## config.mk

```make
export PLATFORM = sky130hd
export DESIGN_NAME = mem_wb_pipe
export DESIGN_NICKNAME = d
export VERILOG_FILES = /design/src/rtl/mem_wb_pipe.sv
export SDC_FILE = /design/constraint.sdc
export NUM_CORES = 1
export LEC_CHECK = 0
export ABC_AREA = 1
export CAP_MARGIN = 20
export CORE_MARGIN = 5
export CORE_UTILIZATION = 30
export DETAILED_ROUTE_END_ITERATION = 8
export SLEW_MARGIN = 25
export SYNTH_ARGS = -nofsm -noshare
export SYNTH_HDL_FRONTEND = slang
export SYNTH_SLANG_ARGS = --single-unit
```

## constraint.sdc

```tcl
create_clock -name clk -period 12.5 [get_ports clk]
set_input_delay 1.875 -clock clk [delete_from_list [all_inputs] [get_ports clk]]
set_output_delay 1.875 -clock clk [all_outputs]
set_load 0.01 [all_outputs]
```

## src/rtl/mem_wb_pipe.sv

```systemverilog
// MEM->WB pipeline register: STAGES-deep with stall/flush/valid, writeback mux and HI/LO ownership.
// Optional MEMWB_OVF_TRAP_EN: signed overflow suppresses writes and raises exc_ovf.
module mem_wb_pipe #(
  parameter int unsigned DATA_W = 32,
  parameter int unsigned REG_AW = 5,
  parameter int unsigned STAGES = 1
) (
  input  logic                  clk,
  input  logic                  rst_n,
  input  logic                  stall,
  input  logic                  flush,
  input  logic                  in_valid,
  input  logic                  memtoreg_in,
  input  logic                  regwr_in,
  input  logic [DATA_W-1:0]     dout_in,
  input  logic [DATA_W-1:0]     result_in,
  input  logic [DATA_W-1:0]     pc_in,
  input  logic [REG_AW-1:0]     rw_in,
  input  logic                  overflow_in,
  input  logic                  mthi_in,
  input  logic                  mtlo_in,
  input  logic                  mult_in,
  input  logic [2*DATA_W-1:0]   mult_result_in,
  output logic                  out_valid,
  output logic                  wb_we,
  output logic [REG_AW-1:0]     wb_addr,
  output logic [DATA_W-1:0]     wb_data,
  output logic [DATA_W-1:0]     pc_out,
  output logic                  overflow_out,
  output logic                  exc_ovf,
  output logic [DATA_W-1:0]     hi,
  output logic [DATA_W-1:0]     lo
);

  if ((STAGES < 1) || (STAGES > 4)) begin : gen_bad_stages
    $error("mem_wb_pipe: STAGES must be in 1..4");
  end

  localparam int unsigned L = STAGES - 1;

  logic [STAGES-1:0]   valid_q, memtoreg_q, regwr_q, overflow_q, mthi_q, mtlo_q, mult_q;
  logic [DATA_W-1:0]   dout_q   [STAGES];
  logic [DATA_W-1:0]   result_q [STAGES];
  logic [DATA_W-1:0]   pc_q     [STAGES];
  logic [REG_AW-1:0]   rw_q     [STAGES];
  logic [2*DATA_W-1:0] mres_q   [STAGES];
  logic [DATA_W-1:0]   hi_q, lo_q;
  logic                ovf_block;
  logic                commit;

  always_ff @(posedge clk) begin
    if (!rst_n) begin
      valid_q    <= '0;
      memtoreg_q <= '0;
      regwr_q    <= '0;
      overflow_q <= '0;
      mthi_q     <= '0;
      mtlo_q     <= '0;
      mult_q     <= '0;
      for (int unsigned k = 0; k < STAGES; k++) begin
        dout_q[k]   <= '0;
        result_q[k] <= '0;
        pc_q[k]     <= '0;
        rw_q[k]     <= '0;
        mres_q[k]   <= '0;
      end
    end else if (flush) begin
      // Payload is left stale; only the valid bits matter after a flush.
      valid_q <= '0;
    end else if (!stall) begin
      valid_q[0]    <= in_valid;
      memtoreg_q[0] <= memtoreg_in;
      regwr_q[0]    <= regwr_in;
      overflow_q[0] <= overflow_in;
      mthi_q[0]     <= mthi_in;
      mtlo_q[0]     <= mtlo_in;
      mult_q[0]     <= mult_in;
      dout_q[0]     <= dout_in;
      result_q[0]   <= result_in;
      pc_q[0]       <= pc_in;
      rw_q[0]       <= rw_in;
      mres_q[0]     <= mult_result_in;
      for (int unsigned k = 1; k < STAGES; k++) begin
        valid_q[k]    <= valid_q[k-1];
        memtoreg_q[k] <= memtoreg_q[k-1];
        regwr_q[k]    <= regwr_q[k-1];
        overflow_q[k] <= overflow_q[k-1];
        mthi_q[k]     <= mthi_q[k-1];
        mtlo_q[k]     <= mtlo_q[k-1];
        mult_q[k]     <= mult_q[k-1];
        dout_q[k]     <= dout_q[k-1];
        result_q[k]   <= result_q[k-1];
        pc_q[k]       <= pc_q[k-1];
        rw_q[k]       <= rw_q[k-1];
        mres_q[k]     <= mres_q[k-1];
      end
    end
  end

`ifdef MEMWB_OVF_TRAP_EN
  assign ovf_block = overflow_q[L];
  assign exc_ovf   = valid_q[L] & overflow_q[L] & ~stall;
`else
  assign ovf_block = 1'b0;
  assign exc_ovf   = 1'b0;
`endif

  // Commit is independent of flush: the last stage's commit belongs to this cycle.
  assign commit = valid_q[L] & ~stall & ~ovf_block;

  always_ff @(posedge clk) begin
    if (!rst_n) begin
      hi_q <= '0;
      lo_q <= '0;
    end else if (commit) begin
      if (mult_q[L]) begin
        hi_q <= mres_q[L][2*DATA_W-1:DATA_W];
        lo_q <= mres_q[L][DATA_W-1:0];
      end else begin
        if (mthi_q[L]) hi_q <= result_q[L];
        if (mtlo_q[L]) lo_q <= result_q[L];
      end
    end
  end

  always_comb begin
    out_valid    = valid_q[L];
    wb_we        = valid_q[L] & regwr_q[L] & ~stall & (rw_q[L] != '0) & ~ovf_block;
    wb_addr      = rw_q[L];
    wb_data      = memtoreg_q[L] ? dout_q[L] : result_q[L];
    pc_out       = pc_q[L];
    overflow_out = overflow_q[L] & valid_q[L];
    hi           = hi_q;
    lo           = lo_q;
  end

endmodule

```

==> flow_summary.yaml, run 1 <==
run_status:
  outcome: "finished, final reports clean"
pwr:
  cellPowerDensity_mw_per_mm2: 131
  leakagePower_nw: 6.54
  p_seq_share_pct: 46.9
  comb_power_share_pct: 10.7
  switching_share_pct: 22.3
  ir_worst_vdd_uv: 91.6
  power.switching_uw: 430
  clockPowerShare_pct: 42.4
  p_total_mw: 1.92
  power.internal_mw: 1.49
synth:
  synthCells: 1210
  synth_async_sr_flop_share_pct: 0
  synth_cell_types: 21
  syn-cell-area_mm2: 0.0104
  synth_warnings: 0
  synth_flop_cell: "edfxtp_1"
  post_synth.cell_area_avg_um2: 8.58
  synth_seq_area_share_pct: 61.4
  syn_nets: 1386
  synth-seq-cells: 236
  synth_edf_count: 165
hold_path:
  hp-class: "reg -> reg"
final_layout:
  fin_area_mm2: 0.0147
  areaGrowthSynthToFinish_pct: 41.5
  fin_nets: 1672
  drive_above_1_share_pct: 3.83
detailed_routing:
  highest_layer: "met4"
  vias_per_cell: 4.06
  drt-initial-drc-count: 319
  wl_per_cell_um: 14.2
  postRouteAntennaNets: 0
  num_vias: 8013
  drt-total-wl_um: 28000
  drc: 0
  wl_met1_um: 11900
  drt-pass1-iter-count: 4
  met3_length_um: 2330
  wl_met2_um: 13100
timing:
  layout_min_cycle_time_ns: 5.67
  setup_violations: 0
  fin_crit_sh_pct: 45.3
  slew_headroom_pct: 38.6
  worst_pin_slew_ns: 0.921
  finalHoldViolCount: 0
  rsz0062_at_grt: "no"
  max_freq_mhz: 176
  skew_ns: 0.0196
  finalSetupTns_ns: 0
  maxSlewViolCount: 0
clock_network:
  cts_tree: "done"
  cts.reportedPaths.clkPinSlew_ns: 0.06
  post_cts_buffers: 0
  cts_sinks: 236
  cts_resized: 0
  ctsHoldBuffers: 0
  cts_root_buffer: "clkbuf_16"
  numCtsBuffers: 27
  cts_max_level: 1
  clk_latency_ns: 0.53
  cts_max_path_buffers: 3
grt:
  grt_pass1_wl_um: 43300
  grt_max_degree: 166
  overflow: 0
  grt_usage_pct: 14.0
  grt_pass1_vias: 7963
  antenna_found_initial: 1
floorplanning:
  die_x_um: 196
  boundaryPins: 313
  dieArea_mm2: 0.0384
  initial_core_util_pct: 30.2
  die_y_um: 196
  core_area_mm2: 0.0344
  rows: 68
setup_path:
  setup.worst_path.end_class: "output port"
  critPathLaunchType: "input port"
  cp_data_arrival_time_ns: 3.79
  required_ns: 10.62
  cp_max_fo: 6
  path_class: "in -> out"
placement:
  dp_hpwl_um: 18900
  gp_congestion: 0.784
  io_buffers: 311
  post_dp_cell_area_mm2: 0.0137
job:
  drv_cap: 0
critical path, stage by stage:
cell and delay (ns):
clkdlybuf4s50_1 0.58, nor3_1 0.56, nand2_1 0.13, inv_1 0.09, clkdlybuf4s50_1 0.55
flip-flops by register name, summed over array words and instances, names as in the netlist:
name and count:
overflow_q 1, dout_q 32, pc_q 32, out_valid 1, mult_q 1, regwr_q 1
mtlo_q 1, memtoreg_q 1, hi 32, rw_q 5, mthi_q 1, lo 32
mres_q 64, result_q 32
final timing paths:
check	start	end	slack, ns	cells past startpoint
worst max-delay path	stall	wb_we	6.83	5
worst min-delay path	mtlo_q	mtlo_q	0.48	2
worst max register to register	mult_q	lo[3]	10.51	4
worst min register to register	mtlo_q	mtlo_q	0.48	2
layout by cell type, fill, tap and decap left out:
master           count
a211oi_1             1
buf_16               2
buf_4                5
bufinv_16            3
clkbuf_1             7
clkbuf_16           29
clkbuf_8             3
clkdlybuf4s50_1    310
clkinv_2             7
conb_1               1
dfxtp_1             69
dfxtp_2              1
dfxtp_4              1
diode_2              1
edfxtp_1           165
inv_1              270
inv_2                1
nand2_1            230
nand2_4              2
nand2_8              1
nand3_1              6
nor2_1             295
nor2_2               1
nor2_4               1
nor3_1               2
o21ai_0            102
o21ai_4              1
cell type report:
type	count	area (µm²)
multi-input cells	643	2610
diodes	1	2.50
fillers	3362	19700
inverters	271	1020
flip-flops and latches	236	6380
clock inverters	10	125
repair buffers	317	3200
well taps	455	569
clock buffers	39	793
cell families after synthesis:
logic type      count (synthesis)  synth area share, %
buf+inv                       331                 13.7
simple gates                  538                 19.8
compound gates                104                 5.04
flops                         236                 61.4
other cells                     1               0.0361
routing by layer:
layer	vias up	track usage, %
met4	0	3.59
met5	-	0
met3	39	4.48
li1	4186	-
met2	222	23.7
met1	3566	17.4
through the flow:
step | utilization (%) | hold WS [ns] | worst slack [ns] | std cells
floorplan | - | 0.445 | 2.51 | 1210
global placement | 39.9 | 0.464 | 6.78 | 1920
detailed placement | 39.9 | 0.473 | 6.81 | 1920
CTS | 42.6 | 0.483 | 6.80 | 1969
global route | 42.7 | 0.492 | 6.71 | 1972
finish | 42.7 | 0.478 | 6.83 | 1972
synth_stat cells (2+ instances only):
library cell	number	area, µm²
nor2_1	295	1110
inv_1	270	1010
nand2_1	230	863
edfxtp_1	165	4950
o21ai_0	102	510
dfxtp_1	71	1420
clkbuf_1	18	67.6
buf_6	17	191
buf_2	16	80.1
buf_4	8	60.1
nand3_1	6	30.0
nand2_4	2	22.5
nor3_1	2	10.0
power groups by stage:
stage / Sequential [mW] / Clock [mW] / Combinational (mW)
6_report: 0.902 / 0.816 / 0.206
5_1_grt: 0.907 / 0.876 / 0.228
3_5_place_dp: 0.920 / 0 / 0.208
4_1_cts: 0.903 / 0.843 / 0.209
3_3_place_gp: 0.918 / 0 / 0.208
2_1_floorplan: 0.930 / 0 / 0.0780
Power figures use the tool's default switching activity.
==> run 2: changes to the inputs <==
==> constraint.sdc (replaced) <==
create_clock -name clk -period 5.8 [get_ports clk]
set_input_delay 0.87 -clock clk [delete_from_list [all_inputs] [get_ports clk]]
set_output_delay 0.87 -clock clk [all_outputs]
set_load 0.01 [all_outputs]
==> run 2 against run 1 <==
  * Flip-flop and latch count stayed put
  * Critical endpoint unchanged
  * Via count up 0.11%
  * Routed wire length rose by 0.42%
  * Combinational power rose by 120%
  * Total power grew 110%
  * Global-route usage increased by 0.15 points
  * Largest cell class unchanged
==> flow_summary.yaml, run 2 (same netlist as run 1, synthesis figures left out) <==
setup_path:
  reg2reg_depth: 5
  setup.worst_path.end_class: "output port"
  crit_end: "wb_we"
  critPathLaunchType: "input port"
  rr_startpoint: "mult_q"
  reg2reg_to: "lo[30]"
  r2r_setup_slack_ns: 3.78
  required_ns: 4.93
  path_class: "in -> out"
  cp_max_fo: 6
  cp_data_arrival_time_ns: 2.72
  crit_start: "stall"
pwr:
  cellPowerDensity_mw_per_mm2: 281
  p_total_mw: 4.13
  leakagePower_nw: 6.54
  power.internal_mw: 3.21
  p_seq_share_pct: 47.1
  switching_share_pct: 22.1
  power.switching_uw: 912
  ir_worst_vdd_uv: 179
  clockPowerShare_pct: 42.1
  comb_power_share_pct: 10.8
grt:
  antenna_found_initial: 1
  grt_max_degree: 166
  grt_pass1_wl_um: 43700
  grt_usage_pct: 14.2
  overflow: 0
  grt_pass1_vias: 7951
timing:
  worst_pin_slew_ns: 0.965
  skew_ns: 0.00864
  finalSetupTns_ns: 0
  slew_headroom_pct: 35.4
  maxSlewViolCount: 0
  setup_violations: 0
  whs_ns: 0.477
  finalHoldViolCount: 0
  layout_min_cycle_time_ns: 3.59
  max_freq_mhz: 279
  rsz0062_at_grt: "no"
  fin_crit_sh_pct: 61.8
  timing.final.ws_setup_ns: 2.21
detailed_routing:
  drt-initial-drc-count: 289
  drt-total-wl_um: 28100
  postRouteAntennaNets: 0
  wl_per_cell_um: 14.2
  drt-pass1-iter-count: 4
  drc: 0
  vias_per_cell: 4.06
  num_vias: 8022
clock_network:
  ctsHoldBuffers: 0
  cts_root_buffer: "clkbuf_16"
  cts_max_level: 1
  clk_latency_ns: 0.53
  cts_max_path_buffers: 3
  cts_sinks: 236
  cts.reportedPaths.clkPinSlew_ns: 0.05
  cts_resized: 0
  post_cts_buffers: 0
  cts_tree: "done"
  numCtsBuffers: 28
final_layout:
  areaGrowthSynthToFinish_pct: 41.6
  largest_register_ffs: 64
  drive_above_1_share_pct: 3.75
  fin_nets: 1675
  fin_cells: 1977
  n_fill_cell: 3404
  final_common_cell: "clkdlybuf4s50_1"
  top_register: "mres_q"
  mostFrequentLayoutCells: "clkdlybuf4s50_1 (310), nor2_1 (295), inv_1 (270), nand2_1 (230), edfxtp_1 (165)"
floorplanning:
  core_area_mm2: 0.0344
  die_y_um: 196
  dieArea_mm2: 0.0384
  die_x_um: 196
  initial_core_util_pct: 30.2
  boundaryPins: 313
  rows: 68
placement:
  dp_cells: 1923
  io_buffers: 311
  dp_slack_ns: 2.15
  gp_congestion: 0.775
  dp_hpwl_um: 19100
hold_path:
  hp-class: "reg -> reg"
job:
  drv_cap: 0
run_status:
  outcome: "finished, final reports clean"
==> run 2: changes by cell type in the layout (fill, tap and decap cells not counted) <==
cell,previous run,this run
buf_12,0,1
buf_16,2,1
buf_4,5,7
bufinv_16,3,2
clkbuf_1,7,13
clkbuf_8,3,5
clkinv_2,7,3
==> run 2: cell type report <==
class / count / area, µm² / share of cell area [%]
Sequential cell: 236 / 6380 / 43.4
Timing Repair Buffer: 319 / 3200 / 21.8
Multi-Input combinational cell: 643 / 2610 / 17.7
Inverter: 271 / 1020 / 6.92
Clock buffer: 47 / 843 / 5.74
Tap cell: 455 / 569 / 3.87
Clock inverter: 5 / 75.1 / 0.511
Antenna cell: 1 / 2.50 / 0.0170
==> run 2: critical path, cell delays in order <==
cell             delay [ns]
clkdlybuf4s50_1        0.59
nor3_1                 0.52
nand2_1                0.11
inv_1                  0.09
clkdlybuf4s50_1        0.54
==> run 2: stage by stage <==
| step | util, % | area [µm²] |
|---|---|---|
| floorplan | - | 10400 |
| global placement | 40.0 | 13800 |
| detailed placement | 40.0 | 13800 |
| CTS | 42.7 | 14700 |
| global route | 42.8 | 14700 |
| finish | 42.8 | 14700 |
==> run 2: worst min path at each step <==
stage,depth (start not counted),startpoint,end,slack (ns)
finish,2,mthi_q,mthi_q,0.48
global placement,2,overflow_q,overflow_q,0.46
global route,2,mtlo_q,mtlo_q,0.50
floorplan,2,overflow_q,overflow_q,0.45
CTS,2,overflow_q,overflow_q,0.48
detailed placement,2,mthi_q,mthi_q,0.47
==> run 2: power groups by stage <==
| stage | registers, mW | clock network, mW | logic [mW] |
|---|---|---|---|
| finish | 1.94 | 1.74 | 0.445 |
| global route | 1.95 | 1.87 | 0.491 |
| CTS | 1.95 | 1.79 | 0.455 |
| detailed placement | 1.98 | 0 | 0.453 |
| global placement | 1.98 | 0 | 0.451 |
| floorplan | 1.99 | 0 | 0.168 |
==> run 2: per-layer routing <==
metal / vias up / GRT usage (%) / wire length, µm
met5: - / 0 / 0
met4: 0 / 3.59 / 519
met3: 32 / 4.64 / 2440
met2: 233 / 24.1 / 13300
met1: 3567 / 17.4 / 11900
li1: 4190 / - / -
==> run 3: changes to the inputs <==
==> constraint.sdc (replaced) <==
create_clock -name clk -period 3.05 [get_ports clk]
set_input_delay 0.4575 -clock clk [delete_from_list [all_inputs] [get_ports clk]]
set_output_delay 0.4575 -clock clk [all_outputs]
set_load 0.01 [all_outputs]
==> run 3 against run 2 <==
  * Via count is 0.56% higher
  * Core utilization is 0.31 points higher
  * Count of clock-buffer cells in the layout stayed put
  * Die area stayed put
  * Register-to-register slack worse by 2.3 ns
  * Routed wire length is 0.38% lower
  * Clock power is 87% higher
  * Worst setup slack worse by 1.8 ns
  * First-iteration DRC count is 5.9% lower
  * Critical path depth is 1 lower
==> flow_summary.yaml, run 3 (same netlist as run 1, synthesis figures left out) <==
floorplanning:
  dieArea_mm2: 0.0384
  boundaryPins: 313
  die_x_um: 196
  initial_core_util_pct: 30.2
  die_y_um: 196
  core_area_mm2: 0.0344
  rows: 68
timing:
  max_freq_mhz: 383
  timing.final.ws_setup_ns: 0.440
  rsz0062_at_grt: "no"
  finalHoldViolCount: 0
  setup_violations: 0
  worst_pin_slew_ns: 0.800
  slew_headroom_pct: 46.6
  fin_crit_sh_pct: 85.6
  maxSlewViolCount: 0
  skew_ns: 0.0108
  finalSetupTns_ns: 0
  layout_min_cycle_time_ns: 2.61
pwr:
  leakagePower_nw: 6.58
  ir_worst_vdd_uv: 419
  cellPowerDensity_mw_per_mm2: 527
setup_path:
  cp_data_arrival_time_ns: 2.15
  cp_top_family: "buffers and inverters"
  required_ns: 2.59
  crit_buf_inv: 2
  crit_path_max_incr_delay_ns: 0.62
  crit_chain: "buf_12, nand2_1, o21ai_0, clkdlybuf4s50_1"
  path_class: "reg -> out"
  setup.worst_path.end_class: "output port"
  cp_max_fo: 53
  critPathLaunchType: "flop"
  crit_slowest_cell: "clkdlybuf4s50_1"
hold_path:
  hp-class: "in -> reg"
grt:
  global_route.usage.met3_pct: 4.02
  grt_usage_pct: 14.0
  grt_max_degree: 77
  overflow: 0
  antenna_found_initial: 3
  grt_pass1_wl_um: 43300
  met1_usage_pct: 17.2
  met2_usage_pct: 24.3
  grt_busiest_layer: "met2"
  grt_pass1_vias: 8004
clock_network:
  cts.reportedPaths.clkPinSlew_ns: 0.06
  cts_root_buffer: "clkbuf_16"
  cts_resized: 0
  cts_max_level: 1
  post_cts_buffers: 0
  numCtsBuffers: 28
  clk_latency_ns: 0.53
  cts_max_path_buffers: 3
  cts_sinks: 236
  ctsHoldBuffers: 0
  cts_tree: "done"
final_layout:
  drive_above_1_share_pct: 4.26
  largest_register_ffs: 64
  fin_area_mm2: 0.0148
  fin_cells: 1985
  final_common_cell: "clkdlybuf4s50_1"
  mostFrequentLayoutCells: "clkdlybuf4s50_1 (310), nor2_1 (295), inv_1 (270), nand2_1 (230), edfxtp_1 (165)"
  areaGrowthSynthToFinish_pct: 42.6
  top_register: "mres_q"
  fin_nets: 1681
placement:
  gp_congestion: 0.776
  dp_slack_ns: 0.435
  dp_cells: 1930
  dp_hpwl_um: 20100
  post_dp_cell_area_mm2: 0.0139
  io_buffers: 311
detailed_routing:
  num_vias: 8067
  vias_per_cell: 4.06
  drt-initial-drc-count: 272
  wl_per_cell_um: 14.1
  drc: 0
  drt-total-wl_um: 28000
  drt-pass1-iter-count: 4
  postRouteAntennaNets: 0
job:
  drv_cap: 0
run_status:
  outcome: "finished, final reports clean"
## run 3: per-layer routing
layer	routed length, µm	vias to the layer above	share of wire (%)
met2	13500	228	48
li1	-	4204	-
met3	2060	35	7.3
met4	739	0	2.6
met5	0	-	0
met1	11800	3600	42
## run 3: through the flow
stage	utilization [%]	total power, mW	hold slack (ns)
4_1_cts	43.1	7.94	0.382
6_report	43.1	7.81	0.405
3_3_place_gp	40.4	4.64	0.459
2_1_floorplan	-	4.10	0.445
3_5_place_dp	40.4	4.64	0.465
5_1_grt	43.1	8.14	0.398
## run 3: path summary, 6_finish.rpt
check | from | endpoint | slack (ns) | depth (start not counted)
worst max register to register | out_valid | lo[8] | 1.44 | 6
worst max-delay path | memtoreg_q | wb_data[0] | 0.44 | 4
worst min register to register | overflow_q | overflow_q | 0.48 | 2
worst min-delay path | rst_n | lo[8] | 0.40 | 3
## run 3: layout make-up
type / count / area, µm²
diodes: 3 / 7.51
clock buffers: 47 / 895
clock inverters: 5 / 25.0
fillers: 3408 / 19600
inverters: 271 / 1020
multi-input cells: 643 / 2610
flip-flops and latches: 236 / 6380
well taps: 455 / 569
repair buffers: 325 / 3300
## run 3: tightest hold or removal path: stages
cell and delay [ns]:
buf_4 0.27, nand2_1 0.13, nor2_1 0.03
## run 3: power by group
group | leakage (nW) | total, mW | switching [mW] | internal (mW)
Combinational | 3.88 | 0.871 | 0.416 | 0.454
Clock | 0.449 | 3.25 | 1.27 | 1.98
Sequential | 2.25 | 3.69 | 0.0562 | 3.63
Total | 6.58 | 7.81 | 1.74 | 6.07
